**src/rtl/alu_shift_seq_if.sv**
```systemverilog
// Bus between the shift sequencer (master) and the 1-bit-shift ALU (slave).
// The sequencer drives operands and opcode and samples the ALU result and flags.
interface alu_shift_seq_if #(
    parameter int width       = 32,
    parameter int flags_width = 5
);
    logic                   alu_oe;
    logic [3:0]             alu_opcode;
    logic [width-1:0]       alu_in1;
    logic [width-1:0]       alu_in2;
    logic                   alu_carry;
    logic [width-1:0]       alu_out;
    logic [flags_width-1:0] alu_flags;

    modport master (
        output alu_oe,
        output alu_opcode,
        output alu_in1,
        output alu_in2,
        output alu_carry,
        input  alu_out,
        input  alu_flags
    );

    modport slave (
        input  alu_oe,
        input  alu_opcode,
        input  alu_in1,
        input  alu_in2,
        input  alu_carry,
        output alu_out,
        output alu_flags
    );
endinterface

```
**src/rtl/alu_shift_seq.sv**
```systemverilog
// Multi-cycle barrel-shift sequencer: turns a shift-by-N request into N
// back-to-back 1-bit ALU shifts, accumulating the value and final-step flags.
module alu_shift_seq #(
    parameter int width       = 32,
    parameter int flags_width = 5,
    parameter int cnt_width   = 5
) (
    input  logic                   clk,
    input  logic                   rst,
    input  logic                   start,
    input  logic [1:0]             op,
    input  logic [width-1:0]       data,
    input  logic [cnt_width-1:0]   amount,
    output logic                   busy,
    output logic                   done,
    output logic [width-1:0]       result,
    output logic [flags_width-1:0] flags,
    alu_shift_seq_if.master        alu
);

    localparam logic [1:0] st_idle  = 2'd0;
    localparam logic [1:0] st_shift = 2'd1;
    localparam logic [1:0] st_done  = 2'd2;

    localparam logic [3:0] opc_shl = 4'd7;
    localparam logic [3:0] opc_shr = 4'd8;
    localparam logic [3:0] opc_sar = 4'd9;

    localparam logic [cnt_width-1:0] cnt_zero = {cnt_width{1'b0}};
    localparam logic [cnt_width-1:0] cnt_one  = {{(cnt_width-1){1'b0}}, 1'b1};

    function automatic logic parity_even(input logic [width-1:0] v);
        return ~^v;
    endfunction

    function automatic logic [3:0] opcode_of(input logic [1:0] o);
        logic [3:0] r;
        case (o)
            2'd0:    r = opc_shl;
            2'd1:    r = opc_shr;
            2'd2:    r = opc_sar;
            default: r = opc_shl;
        endcase
        return r;
    endfunction

    // Flags for a request that completes without touching the ALU: {P,S,Z,O,C}.
    function automatic logic [flags_width-1:0] bypass_flags(input logic [width-1:0] v);
        logic [flags_width-1:0] f;
        f    = {flags_width{1'b0}};
        f[4] = parity_even(v);
        f[3] = v[width-1];
        f[2] = (v == {width{1'b0}});
        return f;
    endfunction

    logic [1:0]             state_r;
    logic [1:0]             state_s;
    logic [width-1:0]       acc_r;
    logic [cnt_width-1:0]   cnt_r;
    logic [width-1:0]       result_r;
    logic [flags_width-1:0] flags_r;
    logic [3:0]             opcode_r;
    logic                   busy_r;
    logic                   done_r;
    logic                   oe_r;
    logic                   bypass_s;
    logic                   last_s;

    assign bypass_s = (amount == cnt_zero) || (op == 2'd3);
    assign last_s   = (cnt_r == cnt_one);

    // Next-state decode for the IDLE/SHIFT/DONE sequencer.
    always_comb begin
        state_s = state_r;
        case (state_r)
            st_idle: begin
                if (start) begin
                    if (bypass_s) begin
                        state_s = st_done;
                    end else begin
                        state_s = st_shift;
                    end
                end else begin
                    state_s = st_idle;
                end
            end
            st_shift: begin
                if (last_s) begin
                    state_s = st_done;
                end else begin
                    state_s = st_shift;
                end
            end
            st_done: state_s = st_idle;
            default: state_s = st_idle;
        endcase
    end

    // State register with status outputs registered from the next state.
    always_ff @(posedge clk or posedge rst) begin
        if (rst) begin
            state_r <= st_idle;
            busy_r  <= 1'b0;
            done_r  <= 1'b0;
            oe_r    <= 1'b0;
        end else begin
            state_r <= state_s;
            busy_r  <= (state_s != st_idle);
            done_r  <= (state_s == st_done);
            oe_r    <= (state_s == st_shift);
        end
    end

    // Accumulator, step counter, latched opcode and the held result/flags.
    always_ff @(posedge clk or posedge rst) begin
        if (rst) begin
            acc_r    <= {width{1'b0}};
            cnt_r    <= cnt_zero;
            result_r <= {width{1'b0}};
            flags_r  <= {flags_width{1'b0}};
            opcode_r <= opc_shl;
        end else begin
            case (state_r)
                st_idle: begin
                    if (start) begin
                        acc_r    <= data;
                        cnt_r    <= amount;
                        opcode_r <= opcode_of(op);
                        if (bypass_s) begin
                            result_r <= data;
                            flags_r  <= bypass_flags(data);
                        end
                    end
                end
                st_shift: begin
                    acc_r   <= alu.alu_out;
                    flags_r <= alu.alu_flags;
                    // Counter stops at zero so a stray extra step can never wrap it.
                    if (cnt_r != cnt_zero) begin
                        cnt_r <= cnt_r - cnt_one;
                    end
                    if (last_s) begin
                        result_r <= alu.alu_out;
                    end
                end
                default: begin
                end
            endcase
        end
    end

    assign busy   = busy_r;
    assign done   = done_r;
    assign result = result_r;
    assign flags  = flags_r;

    assign alu.alu_oe     = oe_r;
    assign alu.alu_opcode = opcode_r;
    assign alu.alu_in1    = acc_r;
    assign alu.alu_in2    = {width{1'b0}};
    assign alu.alu_carry  = 1'b0;

endmodule

```
**src/flat_wrapper.sv**
```systemverilog
// flat-port wrapper written by rule: the top's interface ports become plain ports
module alu_shift_seq_flat 
#(
    parameter int width       = 32,
    parameter int flags_width = 5,
    parameter int cnt_width   = 5
)
  (clk, rst, start, op, data, amount, busy, done, result, flags, alu_alu_oe, alu_alu_opcode, alu_alu_in1, alu_alu_in2, alu_alu_carry, alu_alu_out, alu_alu_flags);
  alu_shift_seq_if #(.width(width), .flags_width(flags_width)) alu_i ();
  input  logic clk;
  input  logic rst;
  input  logic start;
  input  logic [1:0] op;
  input  logic [width-1:0] data;
  input  logic [cnt_width-1:0] amount;
  output logic busy;
  output logic done;
  output logic [width-1:0] result;
  output logic [flags_width-1:0] flags;
  output wire logic [$bits(alu_i.alu_oe)-1:0] alu_alu_oe;
  output wire logic [$bits(alu_i.alu_opcode)-1:0] alu_alu_opcode;
  output wire logic [$bits(alu_i.alu_in1)-1:0] alu_alu_in1;
  output wire logic [$bits(alu_i.alu_in2)-1:0] alu_alu_in2;
  output wire logic [$bits(alu_i.alu_carry)-1:0] alu_alu_carry;
  input wire logic [$bits(alu_i.alu_out)-1:0] alu_alu_out;
  input wire logic [$bits(alu_i.alu_flags)-1:0] alu_alu_flags;
  assign alu_alu_oe = alu_i.alu_oe;
  assign alu_alu_opcode = alu_i.alu_opcode;
  assign alu_alu_in1 = alu_i.alu_in1;
  assign alu_alu_in2 = alu_i.alu_in2;
  assign alu_alu_carry = alu_i.alu_carry;
  assign alu_i.alu_out = alu_alu_out;
  assign alu_i.alu_flags = alu_alu_flags;
  alu_shift_seq #(.width(width), .flags_width(flags_width), .cnt_width(cnt_width)) u_core (.clk(clk), .rst(rst), .start(start), .op(op), .data(data), .amount(amount), .busy(busy), .done(done), .result(result), .flags(flags), .alu(alu_i));
endmodule
```
**config.mk**
```make
export PLATFORM = sky130hd
export DESIGN_NAME = alu_shift_seq_flat
export DESIGN_NICKNAME = d
export VERILOG_FILES = /design/src/rtl/alu_shift_seq_if.sv /design/src/rtl/alu_shift_seq.sv /design/src/flat_wrapper.sv
export SDC_FILE = /design/constraint.sdc
export NUM_CORES = 1
export LEC_CHECK = 0
export CORE_MARGIN = 10
export CORE_UTILIZATION = 35
export DETAILED_ROUTE_END_ITERATION = 12
export PLACE_DENSITY = 0.72
export SETUP_SLACK_MARGIN = 0.02
export SYNTH_ARGS = -nofsm -noshare
export SYNTH_HDL_FRONTEND = slang
export SYNTH_SLANG_ARGS = --single-unit
export TNS_END_PERCENT = 10
```
**constraint.sdc**
```tcl
create_clock -name clk -period 2.9 [get_ports clk]
set_clock_uncertainty 0.15 [all_clocks]
set_input_delay 0.29 -clock clk [delete_from_list [all_inputs] [get_ports clk]]
set_output_delay 0.29 -clock clk [all_outputs]
set_load 0.005 [all_outputs]
```
==> results.cfg <==
[timing]
max_slew_margin_pct = 53.11
setup_viol = 0
hold_viol = 0
worst_slew_pin_slew_ps = 703.3
rsz0062_at_grt = false
setup_tns_ps = 0
final_max_slew_viol_count = 0
final.setup.worst_slack_ps = 721.3
fin_crit_ps = 2179
fmax_mhz = 459.0
period_share_pct = 75.13

[global_route]
grt-ovfl-total = 0
use_met1_pct = 16.89
use_met2_pct = 24.44
grt_pass1_wl_um = 20260
grt_pass1_vias = 3772
antenna_found_initial = 0
use_met3_pct = 5.640
gr-max-usage-layer = met2
grt_max_degree = 55
grt_usage_pct = 14.50

[die]
start_util_pct = 35.91
dieArea_mm2 = 0.01728
ioPinCount = 188
core_area_mm2 = 0.01211
fp.dieW_um = 131.5
die_y_um = 131.5
rows = 40

[logic_synthesis]
synth.avg_cell_area_um2 = 9.333
synth_area_mm2 = 0.004349
synth_flop_cell = dfrtp_1
synth_cells = 466
yosys_warnings = 0
synth_seq_area_share_pct = 47.24
synth_edf_count = 0
async_reset_ff_share_pct = 100.0
ys_ff_latch = 82
yosysUniqueCellTypes = 32

[clock_network]
cts_buffers = 9
htree_levels = 3
clkSlewWorstSetupHoldPaths_ps = 60
clk_latency_ps = 330
postCtsSetupBuffers = 0
cts-resized-gates = 0
cts_tree = yes
hold_buffers = 0
cts.sinks = 82
cts.path.max_buffers = 2
root_buffer = clkbuf_16

[route]
vias = 3467
drc = 0
routed_wl_um = 12740
first_iter_violations = 156
wire_per_inst_um = 16.18
firstDrtPassIters = 4
ant_nets = 0
vias_per_cell = 4.405

[critical_path]
worst-setup-path-type = register to register
worstReg2RegStart = u_core.state_r[0]
cp.required_ps = 2940
crit_arrival_ps = 2220
r2r_slack_ps = 720
startpoint_type = register
worstPathMaxFanout = 41
ff2ff_path_depth = 5
r2r_end = u_core.alu.alu_in1[10]
cp-end-kind = register

[placed_design]
dpl.hpwl_um = 10290
pre_cts_ws_ps = 437.4
gp_congestion = 0.8081
port_buffers = 154

[power]
worst_ir_drop_vdd_v = 0.0003954
p_leak_nw = 2.873
cellPowerDensity_mw_per_mm2 = 1052

[final_layout]
antenna_cells = 0
syn_to_final_growth_pct = 42.69
layout-drive-gt1-share_pct = 5.331
nets = 716

[hold_path]
hold_class = input pin to async pin

[run]
maxCapViolCount = 0

[status]
status = completed
==> layout by cell type (no fill, tap or decap), types with 2 or more instances in the layout <==
cell type        netlist  routed
inv_1                 58      57
clkinv_2               0       3
clkbuf_8               0       2
clkdlybuf4s50_1        0     154
nand2_1               73      73
ha_1                  21      21
clkbuf_16              0       9
nand2b_1               3       3
a21o_1                 2       2
dfrtp_1               80      80
buf_4                 35       6
a21oi_1               35      35
nand4_1                5       5
nand3_1                2       2
mux2i_1               21      21
mux2_1                 8       8
xnor2_1               14      14
nor3_1                 3       3
a22o_1                 2       2
conb_1                 1      33
nor2_1                28      28
o21ai_0               40      40
mux2_2                 5       5
dfstp_2                2       2
==> synth_stat cells, types with 5 or more instances <==
master     n  area (um2)
buf_4     35       262.8
clkbuf_1   6       22.52
dfrtp_1   80        2002
mux2i_1   21       210.2
a21oi_1   35       175.2
nor2_1    28       105.1
nand2_1   73       274.0
mux2_2     5       56.30
inv_1     58       217.7
buf_2      9       45.04
o21ai_0   40       200.2
ha_1      21       262.8
xnor2_1   14       122.6
mux2_1     8       90.09
nand4_1    5       31.28
==> through the flow <==
step | std cells | total power (W) | util [%] | area, um2 | hold WS, ps
finish | 787 | 0.006527 | 51.24 | 6206 | 205.6
global route | 787 | 0.007071 | 51.24 | 6206 | 258.9
CTS | 787 | 0.006641 | 51.24 | 6206 | 235.0
detailed placement | 773 | 0.005473 | 48.82 | 5913 | 320.0
global placement | 773 | 0.005358 | 48.82 | 5913 | 311.5
floorplan | 498 | 0.003857 | - | 4469 | 279.7
==> state kept, by name (all words and copies together) (netlist names) <==
signal / flops
u_core.alu.alu_in1: 32
u_core.busy: 1
u_core.alu.alu_opcode: 3
u_core.result: 32
u_core.flags: 5
u_core.done: 1
u_core.cnt_r: 5
u_core.state_r: 2
u_core.alu.alu_oe: 1
==> logic make-up after synthesis <==
logic type               Yosys count  synth area share, %
AND/OR/NAND/NOR                  117                10.96
buffers and inverters            112                13.64
AO/OA/AOI/OAI                     84                10.82
flip-flops                        82                47.24
multiplexers                      34                8.199
adder cells (fa/ha/maj)           21                6.041
XOR/XNOR                          15                3.021
other                              1              0.08622
==> power by group <==
group / total, W / switching (W) / internal [W]
sequential: 0.00211 / 0.000350 / 0.00176
combinational: 0.00329 / 0.00157 / 0.00172
clock: 0.00113 / 0.000429 / 0.000701
total: 0.00653 / 0.00235 / 0.00418
==> metal layers <==
layer | part of all wire [%] | up-vias
li1 | - | 1726
met1 | 43 | 1620
met2 | 49 | 113
met3 | 7.2 | 8
met4 | 0.90 | 0
met5 | 0 | -
==> worst max-delay path, stage by stage, from the launching register on <==
cell	delay, ps
dfrtp_1	490
and2b_2	660
buf_4	380
nor2_1	70
a21oi_1	180
o21ai_0	100
==> how the worst max path moves through the flow <==
stage / slack [ps] / startpoint / end
global route: 480 / u_core.state_r[0] / u_core.alu.alu_in1[4]
finish: 720 / u_core.state_r[0] / u_core.alu.alu_in1[10]
CTS: 690 / u_core.state_r[0] / u_core.alu.alu_in1[11]
global placement: 500 / amount[0] / u_core.result[27]
floorplan: 350 / rst / u_core.alu.alu_in1[0]
detailed placement: 440 / amount[0] / u_core.result[28]
==> cell type report <==
type / count / area, um2
inverter: 58 / 219.0
tap: 168 / 210.2
sequential: 82 / 2054
timing repair buffer: 161 / 1607
multi-input combinational: 304 / 1823
fill: 1158 / 5906
clock buffer: 11 / 252.7
clock inverter: 3 / 40.04
No activity file was read; power rests on OpenSTA's default activity.
